[src/rtl/hci_package.sv]
`default_nettype none
// ============================================================================
// Module      : hci_package
// Description : Shared types and constants for the HCI memory-side blocks.
// Revision    : 1.0 - initial release
// ============================================================================
package hci_package;

  // Bank controller states: accepting requests, or finishing a test-and-set.
  typedef enum logic [0:0] {
    IDLE  = 1'b0,
    TS_WR = 1'b1
  } hci_bank_state_t;

  // Upper bound on {user,data} width that the test-and-set pattern can cover.
  localparam int unsigned HCI_TS_MAX_W = 1024;

  // Value written back by a test-and-set; users slice the low bits they need.
  localparam logic [HCI_TS_MAX_W-1:0] HCI_TS_PATTERN = '1;

endpackage
`default_nettype wire

[src/rtl/hci_be_expand.sv]
`default_nettype none
// ============================================================================
// Module      : hci_be_expand
// Description : Expands byte enables into per-bit enables for {user,data}.
//               The user field is enabled whenever any byte is enabled.
// Revision    : 1.0 - initial release
// ============================================================================
module hci_be_expand #(
  parameter int unsigned DW = 32,
  parameter int unsigned BW = 8,
  parameter int unsigned UW = 0
) (
  input  logic [DW/BW-1:0]  be_i,
  output logic [UW+DW-1:0]  bit_en_o
);

  // Each byte enable drives BW consecutive bit enables.
  for (genvar b = 0; b < DW/BW; b++) begin : g_byte
    assign bit_en_o[b*BW +: BW] = {BW{be_i[b]}};
  end

  // The user field travels with the word, so any byte write also updates it.
  if (UW > 0) begin : g_user
    assign bit_en_o[UW+DW-1:DW] = {UW{|be_i}};
  end

endmodule
`default_nettype wire

[src/rtl/hci_tcdm_bank_ctrl.sv]
`default_nettype none
// ============================================================================
// Module      : hci_tcdm_bank_ctrl
// Description : Per-bank controller between an HCI memory-side port and a
//               single-port SRAM. One-cycle response latency; test-and-set is
//               a read of the old value followed by an internal all-ones write.
// Revision    : 1.0 - initial release
// ============================================================================
module hci_tcdm_bank_ctrl
  import hci_package::*;
#(
  parameter int unsigned AW = 10,
  parameter int unsigned DW = 32,
  parameter int unsigned BW = 8,
  parameter int unsigned UW = 0,
  parameter int unsigned IW = 20
) (
  input  logic               clk_i,
  input  logic               rst_ni,
  input  logic               req_i,
  input  logic               ts_set_i,
  input  logic [AW-1:0]      add_i,
  input  logic               wen_i,
  input  logic [UW+DW-1:0]   data_i,
  input  logic [DW/BW-1:0]   be_i,
  input  logic [IW-1:0]      id_i,
  output logic               gnt_o,
  output logic               r_valid_o,
  output logic [UW+DW-1:0]   r_data_o,
  output logic [IW-1:0]      r_id_o,
  output logic               sram_req_o,
  output logic               sram_we_o,
  output logic [AW-1:0]      sram_add_o,
  output logic [UW+DW-1:0]   sram_wdata_o,
  output logic [UW+DW-1:0]   sram_be_o,
  input  logic [UW+DW-1:0]   sram_rdata_i
);

  localparam int unsigned LW = UW + DW;

  hci_bank_state_t state_q, state_d;
  logic [AW-1:0]   ts_add_q, ts_add_d;
  logic            r_valid_q, r_valid_d;
  logic            r_rd_q, r_rd_d;     // pending response comes from an SRAM read
  logic [IW-1:0]   r_id_q, r_id_d;
  logic [LW-1:0]   rdata_q, rdata_d;   // last read value, shown on write responses
  logic [LW-1:0]   be_bits;

  hci_be_expand #(
    .DW (DW),
    .BW (BW),
    .UW (UW)
  ) i_be_expand (
    .be_i     (be_i),
    .bit_en_o (be_bits)
  );

  // Next-state, SRAM drive and response bookkeeping.
  always_comb begin
    state_d      = state_q;
    ts_add_d     = ts_add_q;
    r_valid_d    = 1'b0;
    r_rd_d       = 1'b0;
    r_id_d       = r_id_q;
    rdata_d      = rdata_q;
    gnt_o        = 1'b0;
    sram_req_o   = req_i;
    sram_we_o    = ~wen_i;
    sram_add_o   = add_i;
    sram_wdata_o = data_i;
    sram_be_o    = be_bits;

    // Capture read data during its response cycle so later writes can show it.
    if (r_valid_q && r_rd_q) begin
      rdata_d = sram_rdata_i;
    end

    case (state_q)
      IDLE: begin
        gnt_o = 1'b1;
        if (req_i) begin
          r_valid_d = 1'b1;
          r_rd_d    = wen_i;
          r_id_d    = id_i;
          if (wen_i && ts_set_i) begin
            ts_add_d = add_i;
            state_d  = TS_WR;
          end
        end
      end
      TS_WR: begin
        // Port is busy with the internal write; the requester must wait.
        sram_req_o   = 1'b1;
        sram_we_o    = 1'b1;
        sram_add_o   = ts_add_q;
        sram_wdata_o = HCI_TS_PATTERN[LW-1:0];
        sram_be_o    = '1;
        state_d      = IDLE;
      end
      default: begin
        state_d = IDLE;
      end
    endcase
  end

  // State and response registers with asynchronous active-low reset.
  always_ff @(posedge clk_i or negedge rst_ni) begin
    if (!rst_ni) begin
      state_q   <= IDLE;
      ts_add_q  <= '0;
      r_valid_q <= 1'b0;
      r_rd_q    <= 1'b0;
      r_id_q    <= '0;
      rdata_q   <= '0;
    end else begin
      state_q   <= state_d;
      ts_add_q  <= ts_add_d;
      r_valid_q <= r_valid_d;
      r_rd_q    <= r_rd_d;
      r_id_q    <= r_id_d;
      rdata_q   <= rdata_d;
    end
  end

  // Read data passes straight through in its response cycle; otherwise hold.
  assign r_data_o  = r_rd_q ? sram_rdata_i : rdata_q;
  assign r_valid_o = r_valid_q;
  assign r_id_o    = r_id_q;

endmodule
`default_nettype wire

[config.mk]
export PLATFORM = sky130hd
export DESIGN_NAME = hci_tcdm_bank_ctrl
export DESIGN_NICKNAME = d
export VERILOG_FILES = /design/src/rtl/hci_package.sv /design/src/rtl/hci_be_expand.sv /design/src/rtl/hci_tcdm_bank_ctrl.sv
export SDC_FILE = /design/constraint.sdc
export NUM_CORES = 1
export LEC_CHECK = 0
export ABC_AREA = 1
export BUFFER_PORTS_ARGS = -buffer_cell sky130_fd_sc_hd__buf_2
export CAP_MARGIN = 15
export CORE_MARGIN = 1
export CORE_UTILIZATION = 43
export DETAILED_ROUTE_END_ITERATION = 8
export PLACE_DENSITY_LB_ADDON = 0.15
export SYNTH_ARGS = -nofsm -noshare
export SYNTH_HDL_FRONTEND = slang
export SYNTH_HIERARCHICAL = 1
export SYNTH_SLANG_ARGS = --single-unit
[constraint.sdc]
create_clock -name clk_i -period 1.3 [get_ports clk_i]
set_clock_uncertainty 0.05 [all_clocks]
set_input_delay 0 -clock clk_i [delete_from_list [all_inputs] [get_ports clk_i]]
set_output_delay 0 -clock clk_i [all_outputs]
set_load 0.005 [all_outputs]
==> flow_summary_export.csv <==
group,metric,value,unit
worst_hold_path,hold_path_class,"primary input to register",
timing,relSlewSlack,72.9,%
synthesis,yosys.area_share.simple,31.3,%
global_route,grt_pass1_wl,16.1,mm
final_layout,final_area,0.00566,mm2
route,viasPerCell,4.66,
synthesis,ys_ff_latch,65,
synthesis,synthCells,482,
route,top_layer,"met4",
timing,finalSetupViolations,103,
global_route,gr-total-overflow,0,
place,dpl.hpwl,7.33,mm
clocking,path_clk_slew,70,ps
timing,rsz0062_at_grt,"yes",
power_and_ir_drop,pwr_density_cell,1050,mW/mm2
global_route,grt_max_degree,66,
status,status,"complete, but fails checks",
timing,slew_viol_final,0,
route,dr_wl_met2,5.88,mm
timing,finalHoldViolCount,0,
floorplanning,start_util,44.3,%
setup_path,r2r_slack,70,ps
synthesis,yosys-top-cells-area,"dfrtp_1 (45%), nand2_1 (15%), buf_4 (8.2%), or2_1 (6.9%), a21oi_1 (4.4%)",
setup_path,crit_type,"register to output port",
floorplanning,die-area,0.00885,mm2
final_layout,final_core_util,68.9,%
synthesis,yosys_warnings,6,
final_layout,diodes,0,
floorplanning,die_y,94.1,um
setup_path,r2r_end,"ts_add_q[7]",
route,ant_nets,0,
synthesis,yosysTopAreaCellShare,44.6,%
timing,whs,162,ps
synthesis,synthFlopType,"dfrtp_1",
clocking,cts.sinks,65,
final_layout,drive_gt1_share,39.8,%
setup_path,path_cells,"buf_8 > or2_2 > buf_2",
floorplanning,pin_count,233,
synthesis,synth-edff-count,0,
final_layout,nFillCells,684,
place,gp_congestion,0.919,
route,wl_met1,4.39,mm
synthesis,muxShareOfSynthArea,0,%
route,wirelength,11.4,mm
global_route,antenna_found_initial,0,
floorplanning,core,0.00822,mm2
status,violations,"setup timing",
clocking,clockBufferDepth,2,
setup_path,start_kind,"register",
final_layout,final_nets,850,
setup_path,crit_slowest_cell,"dfrtp_2",
worst_hold_path,whs_path_depth,5,
setup_path,cp.required,1250,ps
power_and_ir_drop,p_leak,3.24,nW
synthesis,synth_compound_area_share,8.79,%
floorplanning,die_x,94.1,um
floorplanning,row_count,33,
timing,clock.fmax,0.694,GHz
clocking,root_buffer,"clkbuf_8",
synthesis,synth_xor_area_share,0,%
global_route,grtUsageTotal,24.0,%
route,drt-initial-drc-count,139,
synthesis,yosysMostFrequentCell,"nand2_1",
timing,fin_crit,1440,ps
setup_path,critPathMaxFanout,36,
worst_hold_path,hold_end,"ts_add_q[1]",
route,dr.pass1.iters,4,
final_layout,area_delta_synth_final,55.4,%
setup_path,end_kind,"output port",
place,placed_area,0.00464,mm2
synthesis,synth_area,0.00364,mm2
clocking,cts_tree,"yes",
worst_hold_path,hp-start,"ts_set_i",
global_route,grt_pass1_vias,3609,
place,io_buffers,232,
clocking,cts_htree_levels,3,
synthesis,synth_top_cell_by_area,"dfrtp_1",
timing,post-route-period-util,111,%
setup_path,crit_arrival,1390,ps
setup_path,r2r_cells,5,
synthesis,synth_fa_ha_area_share,0,%
synthesis,yosysSeqAreaShare,44.6,%
setup_path,slowest_delay,440,ps
clocking,numCtsBuffers,9,
synthesis,async_reset_ff_share,100,%
power_and_ir_drop,ir_drop,558,uV
setup_path,worstReg2RegStart,"state_q",
route,drc,0,
timing,fin_ws,-140,ps
synthesis,syn-num-nets,585,
clocking,insertion_delay,330,ps
synthesis,synth_common_cells,"nand2_1 (146), dfrtp_1 (65), buf_4 (40), or2_1 (40), inv_1 (36)",
route,vias,3996,
synthesis,yosysUniqueCellTypes,17,
job,drv_cap,0,
route,routed-wl-met3,714,um
synthesis,synth_top_family_by_area,"simple AND/OR/NAND/NOR gates",
synthesis,synth_area_per_cell,7.56,um2
timing,worstMarginPinSlew,406,ps
route,wl_per_cell,13.2,um
==> critical path: cells and delay by family, from the launching register on <==
family                 cells  cell delay [ps]
flip-flops                 1              440
buffers and inverters      2              300
AND/OR/NAND/NOR            1              300
==> sequential cells by signal, summed over array words and instances (netlist names) <==
signal and cells:
rdata_q 32, r_rd_q 1, r_id_o 20, ts_add_q 10, r_valid_o 1, state_q 1
==> power by group <==
part	internal (mW)	total, mW	switching (mW)
sequential	2.36	2.55	0.189
clock	0.931	1.68	0.749
combinational	0.885	1.69	0.808
total	4.17	5.92	1.75
==> cell usage in the layout, fill, tap and decap left out <==
master / synthesis / final
dfrtp_1: 65 / 63
inv_2: 1 / 1
dfrtp_2: 0 / 2
clkinvlp_4: 0 / 2
nand2_2: 1 / 2
a21oi_1: 32 / 31
clkinv_8: 0 / 1
buf_6: 3 / 5
buf_2: 10 / 232
clkbuf_8: 0 / 10
or2_1: 40 / 40
o21ai_0: 32 / 32
nand2_4: 0 / 1
or2_2: 24 / 24
nor2_2: 0 / 1
nor2_1: 33 / 32
buf_8: 0 / 1
nand3_1: 10 / 10
buf_12: 0 / 4
clkbuf_1: 5 / 1
dlygate4sd3_1: 0 / 65
bufinv_16: 0 / 1
buf_4: 40 / 5
clkbuf_16: 0 / 3
clkinv_2: 0 / 2
nand2_1: 146 / 144
a21oi_2: 0 / 1
nor2_4: 1 / 1
inv_1: 36 / 35
==> cell type report <==
| type | instances | area (um2) | area share, % |
|---|---|---|---|
| Timing Repair Buffer | 315 | 2080 | 36.7 |
| Tap cell | 105 | 131 | 2.32 |
| Clock inverter | 5 | 55.1 | 0.973 |
| Clock buffer | 11 | 141 | 2.50 |
| Multi-Input combinational cell | 319 | 1480 | 26.1 |
| Inverter | 37 | 151 | 2.67 |
| Sequential cell | 65 | 1630 | 28.8 |
==> per-layer routing <==
| layer | up-vias | GRT usage [%] |
|---|---|---|
| met2 | 180 | 43.9 |
| met1 | 1813 | 25.0 |
| met5 | - | 0 |
| met4 | 0 | 13.2 |
| met3 | 36 | 5.91 |
| li1 | 1967 | - |
==> stage by stage <==
| step | total power, mW | setup TNS [ps] | setup WS (ps) | instances |
|---|---|---|---|---|
| 6_report | 5.92 | -7280 | -140 | 857 |
| 3_3_place_gp | 3.99 | 0 | 158 | 769 |
| 4_1_cts | 5.91 | -8410 | -155 | 854 |
| 2_1_floorplan | 3.34 | 0 | 259 | 482 |
| 5_1_grt | 6.30 | -14110 | -197 | 857 |
| 3_5_place_dp | 4.03 | 0 | 101 | 769 |
==> logic make-up (layout without fill, tap and decap cells) <==
family,Yosys count,in the layout
buf+inv,98,368
simple gates,255,255
flops,65,65
compound gates,64,64
==> repair_timing <==
item | 4_1_cts | 5_1_grt
setup endpoints to repair | 107 | 134
cloned | 0 | 3
setup buffers | 4 | 0
resized for setup | 12 | 9
hold buffers | 65 | 0
hold endpoints to repair | 128 | 0
pin swaps | 0 | 1
==> how the worst max path moves through the flow <==
stage / startpoint / to / slack (ps) / cells past startpoint
final: state_q / sram_wdata_o[0] / -140 / 3
after global routing: state_q / sram_be_o[27] / -200 / 3
after CTS: state_q / sram_wdata_o[0] / -160 / 3
after detailed placement: state_q / ts_add_q[0] / 100 / 4
after global placement: state_q / sram_wdata_o[6] / 160 / 3
after floorplan: state_q / ts_add_q[0] / 260 / 5
Note: power is estimated with default switching activity, not from simulation.
